===== src/rtl/text_cell_pkg.sv =====
// rtl/text_cell_pkg.sv - default text-cell geometry and derived widths for text_cell_xy
package text_cell_pkg;

  function automatic int clog2_min1(input int v);
    return (v > 1) ? $clog2(v) : 1;
  endfunction

  localparam int DEF_CELL_W  = 9;
  localparam int DEF_CELL_H  = 9;
  localparam int DEF_GLYPH_W = 8;
  localparam int DEF_GLYPH_H = 8;
  localparam int DEF_COLS    = 53;
  localparam int DEF_ROWS    = 30;
  localparam int DEF_CN_W    = 11;

  localparam int DEF_CX_W  = clog2_min1(DEF_GLYPH_W);
  localparam int DEF_CY_W  = clog2_min1(DEF_GLYPH_H);
  localparam int DEF_COL_W = clog2_min1(DEF_COLS + 1);
  localparam int DEF_ROW_W = clog2_min1(DEF_ROWS + 1);
  localparam int DEF_SR_W  = clog2_min1(DEF_ROWS);

endpackage


===== src/rtl/cell_axis_counter.sv =====
// rtl/cell_axis_counter.sv - one raster axis: pitch counter, saturating cell index, glyph-clamped local position
module cell_axis_counter
  import text_cell_pkg::*;
#(
  parameter int PITCH = DEF_CELL_W,
  parameter int GLYPH = DEF_GLYPH_W,
  parameter int CELLS = DEF_COLS,
  parameter int IDX_W = clog2_min1(CELLS + 1),
  parameter int LOC_W = clog2_min1(GLYPH)
)(
  input  logic             clk,
  input  logic             rst,
  input  logic             clear,
  input  logic             advance,
  output logic [IDX_W-1:0] idx,
  output logic [LOC_W-1:0] local_pos,
  output logic             in_glyph,
  output logic             in_grid,
  output logic             step
);

  localparam int CNT_W = clog2_min1(PITCH);
  localparam logic [CNT_W-1:0] LAST    = CNT_W'(PITCH - 1);
  localparam logic [CNT_W:0]   GLYPH_C = (CNT_W + 1)'(GLYPH);
  localparam logic [IDX_W-1:0] CELLS_C = IDX_W'(CELLS);

  logic [CNT_W-1:0] cnt;
  logic             wrap;

  always_comb begin
    wrap      = advance & (cnt == LAST);
    in_glyph  = ({1'b0, cnt} < GLYPH_C);
    in_grid   = (idx < CELLS_C);
    local_pos = in_glyph ? cnt[LOC_W-1:0] : LOC_W'(GLYPH - 1);
    // index stops at CELLS so everything past the grid reads as out-of-grid
    step      = ~clear & wrap & in_grid;
  end

  always_ff @(posedge clk or posedge rst) begin
    if (rst) begin
      cnt <= '0;
      idx <= '0;
    end else if (clear) begin
      cnt <= '0;
      idx <= '0;
    end else begin
      if (advance) cnt <= wrap ? '0 : cnt + 1'b1;
      if (step)    idx <= idx + 1'b1;
    end
  end

endmodule


===== src/rtl/text_cell_xy.sv =====
// rtl/text_cell_xy.sv - pixel-to-text-cell coordinate decoder; TEXT_CELL_XY_SCROLL_EN adds row scrolling of o_cellnum
module text_cell_xy
  import text_cell_pkg::*;
#(
  parameter int CELL_W  = DEF_CELL_W,
  parameter int CELL_H  = DEF_CELL_H,
  parameter int GLYPH_W = DEF_GLYPH_W,
  parameter int GLYPH_H = DEF_GLYPH_H,
  parameter int COLS    = DEF_COLS,
  parameter int ROWS    = DEF_ROWS,
  parameter int CN_W    = DEF_CN_W,
  localparam int CX_W   = clog2_min1(GLYPH_W),
  localparam int CY_W   = clog2_min1(GLYPH_H),
  localparam int COL_W  = clog2_min1(COLS + 1),
  localparam int ROW_W  = clog2_min1(ROWS + 1)
)(
  input  logic             i_clk,
  input  logic             i_rst,
  input  logic             i_hsync,
  input  logic             i_vsync,
  input  logic             i_lcden,
`ifdef TEXT_CELL_XY_SCROLL_EN
  input  logic [clog2_min1(ROWS)-1:0] i_scroll_row,
`endif
  output logic             o_pxen,
  output logic [CX_W-1:0]  o_char_x,
  output logic [CY_W-1:0]  o_char_y,
  output logic [COL_W-1:0] o_col,
  output logic [ROW_W-1:0] o_row,
  output logic [CN_W-1:0]  o_cellnum,
  output logic             o_frame_start
);

  logic             hs_d, vs_d, armed, hs_rise;
  logic [COL_W-1:0] x_idx;
  logic [CX_W-1:0]  x_loc;
  logic             x_in_glyph, x_in_grid, x_step_unused;
  logic [ROW_W-1:0] y_idx;
  logic [CY_W-1:0]  y_loc;
  logic             y_in_glyph, y_in_grid, y_step;
  logic [CN_W-1:0]  rowbase, cn_sum;

  assign hs_rise = i_hsync & ~hs_d;
  assign cn_sum  = rowbase + CN_W'(x_idx);

  cell_axis_counter #(
    .PITCH(CELL_W), .GLYPH(GLYPH_W), .CELLS(COLS), .IDX_W(COL_W), .LOC_W(CX_W)
  ) u_x (
    .clk(i_clk), .rst(i_rst), .clear(i_hsync), .advance(i_lcden),
    .idx(x_idx), .local_pos(x_loc), .in_glyph(x_in_glyph), .in_grid(x_in_grid),
    .step(x_step_unused)
  );

  cell_axis_counter #(
    .PITCH(CELL_H), .GLYPH(GLYPH_H), .CELLS(ROWS), .IDX_W(ROW_W), .LOC_W(CY_W)
  ) u_y (
    .clk(i_clk), .rst(i_rst), .clear(i_vsync), .advance(hs_rise),
    .idx(y_idx), .local_pos(y_loc), .in_glyph(y_in_glyph), .in_grid(y_in_grid),
    .step(y_step)
  );

`ifdef TEXT_CELL_XY_SCROLL_EN
  localparam logic [CN_W:0] TOTAL = (CN_W + 1)'(ROWS * COLS);
  logic [CN_W:0]                 rb_add, rb_next;
  logic [clog2_min1(ROWS)-1:0]   init_left;

  always_comb begin
    rb_add  = {1'b0, rowbase} + (CN_W + 1)'(COLS);
    rb_next = (rb_add >= TOTAL) ? rb_add - TOTAL : rb_add;
  end

  // rowbase walks up to scroll*COLS one add per cycle while vsync is held
  always_ff @(posedge i_clk or posedge i_rst) begin
    if (i_rst) begin
      rowbase   <= '0;
      init_left <= '0;
    end else if (i_vsync & ~vs_d) begin
      rowbase   <= '0;
      init_left <= i_scroll_row;
    end else if (i_vsync) begin
      if (init_left != '0) begin
        rowbase   <= rb_next[CN_W-1:0];
        init_left <= init_left - 1'b1;
      end
    end else if (y_step) begin
      rowbase <= rb_next[CN_W-1:0];
    end
  end
`else
  always_ff @(posedge i_clk or posedge i_rst) begin
    if (i_rst)        rowbase <= '0;
    else if (i_vsync) rowbase <= '0;
    else if (y_step)  rowbase <= rowbase + CN_W'(COLS);
  end
`endif

  always_ff @(posedge i_clk or posedge i_rst) begin
    if (i_rst) begin
      hs_d          <= 1'b0;
      vs_d          <= 1'b0;
      armed         <= 1'b0;
      o_frame_start <= 1'b0;
      o_pxen        <= 1'b0;
      o_char_x      <= '0;
      o_char_y      <= '0;
      o_col         <= '0;
      o_row         <= '0;
      o_cellnum     <= '0;
    end else begin
      hs_d <= i_hsync;
      vs_d <= i_vsync;
      if (i_vsync)      armed <= 1'b1;
      else if (i_lcden) armed <= 1'b0;
      o_frame_start <= i_lcden & armed & ~i_vsync;
      o_pxen        <= i_lcden & x_in_glyph & y_in_glyph & x_in_grid & y_in_grid;
      if (i_lcden) begin
        o_char_x  <= x_loc;
        o_char_y  <= y_loc;
        o_col     <= x_idx;
        o_row     <= y_idx;
        o_cellnum <= cn_sum;
      end
    end
  end

endmodule


===== config.mk =====
export PLATFORM = sky130hd
export DESIGN_NAME = text_cell_xy
export DESIGN_NICKNAME = d
export VERILOG_FILES = /design/src/rtl/text_cell_pkg.sv /design/src/rtl/cell_axis_counter.sv /design/src/rtl/text_cell_xy.sv
export SDC_FILE = /design/constraint.sdc
export NUM_CORES = 1
export LEC_CHECK = 0
export ABC_CLOCK_PERIOD_IN_PS = 6880
export BUFFER_PORTS_ARGS = -buffer_cell sky130_fd_sc_hd__buf_4
export CORE_MARGIN = 10
export CORE_UTILIZATION = 33
export CTS_CLUSTER_DIAMETER = 30
export DETAILED_ROUTE_END_ITERATION = 10
export PLACE_DENSITY = 0.53
export SLEW_MARGIN = 20
export SYNTH_ARGS = -nofsm -noshare
export SYNTH_HDL_FRONTEND = slang
export SYNTH_SLANG_ARGS = --single-unit
export TNS_END_PERCENT = 100

===== constraint.sdc =====
create_clock -name i_clk -period 6.88 [get_ports i_clk]
set_clock_uncertainty 0.05 [all_clocks]
set_input_delay 2.064 -clock i_clk [delete_from_list [all_inputs] [get_ports i_clk]]
set_output_delay 2.064 -clock i_clk [all_outputs]
set_load 0.005 [all_outputs]

# Yosys cells after proc, flatten, opt, wreduce, memory -nomap -nowiden
# Index checks and enable logic that the tools add are counted.
op_classes:
  reduce_logical: 5
  n_addsub: 6
  muxes: 16
  eq_ne: 2
  div: 0
  bitwise_logic: 16
  n_mul: 0
  n_lt_le_gt_ge: 4
  shift: 0
ops:
  columns: ["operator", "count"]
  rows:
  - ["$mux 4", 6]
  - ["$mux 11", 2]
  - ["$and 1x1->1", 13]
  - ["$mux 6", 2]
  - ["$add 11x6->11", 1]
  - ["$add 11x6->11 const B", 1]
  - ["$mux 5", 2]
  - ["$reduce_bool 2->1", 5]
  - ["$add 4x1->4 const B", 2]
  - ["$eq 4x4->1 const B", 2]
  - ["$lt 4x4->1 const B", 2]
  - ["$add 6x1->6 const B", 1]
  - ["$lt 6x6->1 const B", 1]
  - ["$mux 3", 2]
  - ["$add 5x1->5 const B", 1]
  - ["$lt 5x5->1 const B", 1]
  - ["$not 1->1", 3]
  - ["$mux 1", 2]
word_totals:
  romBits: 0
  wordCells: 63
  latch_bits: 0
  ff_bits: 62
  mem_bits_rw: 0
  out_inout_bits: 30
  memories: 0
  in_bits: 5

# Logic depth before layout (Yosys ltp)
logic_depth:
  depth_word: 7
  ltp_mapped: 8
  mapped_depth_nobuf: 8

# Cells and area by module
# Synthesis repeated with hierarchy kept, for this count alone.
unflattened:
  cells_unflattened: 310
  hier_area_um2: 3290.7
by_module_without_submodules:
  columns: ["mod", "seq_area_each_um2", "cells_each", "instances", "area_per_inst_um2"]
  rows:
  - ["text_cell_xy", 1076.0, 184, 1, 2099.5]
  - ["cell_axis_counter at u_x", 250.2, 67, 1, 638.1]
  - ["cell_axis_counter at u_y", 225.2, 59, 1, 553.0]

# Least setup slack after synthesis
# Ideal clock, no wire load.
synth_path:
  path_kind: "in2reg"
  startpoint: "input port i_hsync"
  endpoint: "register rowbase[8]"
  setup_time_ns: 0.132
  n_path_buf: 0
  required_time_ns: 6.698
  path_stages: 5
  setup_slack_ns: 3.805
  t_arrival_ns: 2.893
  cell_sequence: "nand2b_4 a2111oi_2 nand3_1 xor2_1 nor2_1"
synth_via:
  elab_chain_len: 5
synth_lines:
  columns: ["item", "line", "rtl"]
  rows:
  - ["from (decl)", "text_cell_xy.sv:19", "input logic i_hsync,"]
  - ["$and 1x1->1", "text_cell_xy.sv:43", "assign hs_rise = i_hsync & ~hs_d;"]
  - ["$and 1x1->1", "cell_axis_counter.sv:31", "wrap = advance & (cnt == LAST);"]
  - ["$and 1x1->1 (2 in a row)", "cell_axis_counter.sv:36", "step = ~clear & wrap & in_grid;"]
  - ["$reduce_bool 2->1 (no source line)", null, null]
  - ["to (signal assigned)", "text_cell_xy.sv:93", "else if (y_step) rowbase <= rowbase + CN_W'(COLS);"]
  - ["to (decl)", "text_cell_xy.sv:41", "logic [CN_W-1:0] rowbase, cn_sum;"]
# No other way between the ends.
# A chain may end at the register's enable or synchronous reset.

==> flow_metrics.env <==
export IMPL_clk_latency_ps=340
export IMPL_critPathKind="in2reg"
export IMPL_postCtsHoldBufs=0
export IMPL_status="finished clean"
export IMPL_slew_viol_final=0
export IMPL_post_cts_buffers=0
export IMPL_syn_inst=290
export IMPL_arrival_ps=3410
export IMPL_yosys_area_top_type_share=0.5035
export IMPL_vias=2159
export IMPL_grt_total_usage=0.1017
export IMPL_grt_first_pass_wirelength_mm=10.92
export IMPL_max_freq_ghz=0.3134
export IMPL_root_buffer="clkbuf_8"
export IMPL_finalNetCount=345
export IMPL_vdd_drop_max_v=0.00005966
export IMPL_drt_pre_antenna_iters=4
export IMPL_finalSetupViolations=0
export IMPL_synth_cell_types=52
export IMPL_yosysWarnings=0
export IMPL_rr_endpoint="o_cellnum[8]"
export IMPL_clock_power_share=0.396
export IMPL_holdPathEnd="armed"
export IMPL_pre_cts_slack_ps=3335
export IMPL_ys_seq_elements=62
export IMPL_routed_wl_mm=6.306
export IMPL_grt_max_degree=63
export IMPL_min_path_type="reg2reg"
export IMPL_layout_drive_gt1_share=0.2202
export IMPL_diodes=0
export IMPL_synth_edff_count=0
export IMPL_total_leakage_power_nw=1.712
export IMPL_synthToLayoutAreaGrowth_pct=16.40
export IMPL_viasPerCell=4.929
export IMPL_clk_pin_slew_ps=60
export IMPL_r2r_setup_slack_ps=4660
export IMPL_hold_slack_ps=420.4
export IMPL_numCtsBuffers=9
export IMPL_pwr_share_comb=0.059
export IMPL_final_cell_mix="dfrtp_1, nor2_1, buf_4, nand2_1, a21oi_1"
export IMPL_syn_area_sq_mm=0.003082
export IMPL_port_buffers=34
export IMPL_synth_flop_cell="dfrtp_1"
export IMPL_whs_path_depth=1
export IMPL_die_y_microns=116.6
export IMPL_core_area_sq_mm=0.009153
export IMPL_fin_crit_ps=3191
export IMPL_postCtsResizedCells=0
export IMPL_grt_setup_unrepaired="no"
export IMPL_finalSetupTns_ps=0
export IMPL_cap_violations=0
export IMPL_dp_hpwl_mm=4.368
export IMPL_final_common_cell="dfrtp_1"
export IMPL_synth_top_area_cell="dfrtp_1"
export IMPL_seqPwrFrac=0.544
export IMPL_antenna_found_initial=0
export IMPL_initial_core_util=0.3367
export IMPL_p_switching_w=0.0001622
export IMPL_cts_tree="built"
export IMPL_period_share=0.4637
export IMPL_slew_headroom=0.4788
export IMPL_synth_area_leaders="dfrtp_1, ha_1, mux2_2"
export IMPL_row_count=35
export IMPL_htree_levels=3
export IMPL_p_sw_frac=0.2340
export IMPL_chipWidth_microns=116.6
export IMPL_finalPower_w=0.0006934
export IMPL_rr_startpoint="rowbase[0]"
export IMPL_worstMarginPinSlew_ps=781.9
export IMPL_clock_sinks=62
export IMPL_intPower_w=0.0005312
export IMPL_ant_nets=0
export IMPL_fin_util=0.3919
export IMPL_crit_path_start_kind="primary input"
export IMPL_min_from="armed"
export IMPL_r2r_cells=8
export IMPL_cellPowerDensity_mw_per_mm2=193.3
export IMPL_synth_nets=310
export IMPL_drc=0
export IMPL_place_gp_congestion=0.7897
export IMPL_required_ps=7100
export IMPL_first_global_vias=2189
export IMPL_io_pins=35
export IMPL_finalHoldViolCount=0
export IMPL_synth_area_per_cell_sq_um=10.63
export IMPL_crit_path_end_kind="flip-flop"
export IMPL_setup_ws_ps=3689
export IMPL_drt_iter0_drc=114
export IMPL_dieArea_sq_mm=0.01360
export IMPL_synth_yosys_seq_area_share=0.5035
export IMPL_wl_per_cell_microns=14.40
export IMPL_synthArstFlopShare=1.000
export IMPL_grt_ovfl_total=0
export IMPL_worstPathMaxFanout=45
export IMPL_clockBufferDepth=2
-- cell usage after synthesis, drive strengths merged, types with 5 or more instances --
| library cell | n |
|---|---|
| a21oi | 18 |
| clkbuf | 6 |
| dfrtp | 62 |
| ha | 14 |
| inv | 11 |
| mux2 | 14 |
| nand2 | 19 |
| nand3 | 7 |
| nand4 | 5 |
| nor2 | 41 |
| nor3 | 7 |
| o21ai | 10 |
| xnor2 | 9 |
| xor2 | 13 |
-- critical path: stages --
cell	delay, ps
buf_4	390
inv_1	300
or4_1	570
nand3_1	80
-- how the worst max path moves through the flow --
stage	startpoint	to	slack, ps	cells after the start
global route	i_lcden	o_cellnum[8]	3570	4
CTS	i_lcden	o_cellnum[8]	3690	4
finish	i_lcden	o_cellnum[8]	3690	4
detailed placement	i_lcden	o_cellnum[8]	3340	4
floorplan	i_rst	armed	3220	1
global placement	i_lcden	o_cellnum[8]	3350	4
-- power groups by stage --
stage / clock (W) / combinational, W / sequential, W
finish: 0.000275 / 0.0000413 / 0.000377
CTS: 0.000285 / 0.0000432 / 0.000377
detailed placement: 0 / 0.0000431 / 0.000384
global placement: 0 / 0.0000427 / 0.000384
floorplan: 0 / 0.0000255 / 0.000384
global route: 0.000299 / 0.0000483 / 0.000378
-- sequential cells by signal (all words and copies together) (netlist names) --
name and count:
armed 1, o_char_x 3, u_y.idx 5, o_row 5
u_y.cnt 4, o_col 6, u_x.cnt 4, rowbase 11
o_cellnum 11, o_pxen 1, u_x.idx 6, o_frame_start 1
o_char_y 3, hs_d 1
-- per-layer routing --
| metal | wire length (microns) | vias to the layer above | GRT usage |
|---|---|---|---|
| met2 | 2907 | 33 | 0.1535 |
| met5 | 0 | - | 0 |
| li1 | - | 1079 | - |
| met1 | 2956 | 1038 | 0.1297 |
| met4 | 121 | 0 | 0.04695 |
| met3 | 320 | 9 | 0.03236 |
-- area by class of cell --
type	instances	area (sq um)
Sequential cell	62	1551
Timing Repair Buffer	35	262.8
Inverter	11	41.29
Fill cell	911	5565
Multi-Input combinational cell	206	1431
Clock buffer	11	151.4
Tap cell	111	138.9
Clock inverter	2	10.01
-- kinds of logic after synthesis --
logic type / share of synthesized area
AO/OA/AOI/OAI: 0.1129
adder cells (fa/ha/maj): 0.06334
flip-flops: 0.5035
multiplexers: 0.05765
XOR/XNOR: 0.06253
buffers and inverters: 0.03207
AND/OR/NAND/NOR: 0.1681
-- through the flow --
| step | std cells | area [sq um] |
|---|---|---|
| 5_1_grt | 438 | 3587 |
| 2_1_floorplan | 290 | 3082 |
| 3_5_place_dp | 425 | 3426 |
| 6_report | 438 | 3587 |
| 4_1_cts | 438 | 3587 |
| 3_3_place_gp | 425 | 3426 |
Power figures use the tool's default switching activity.
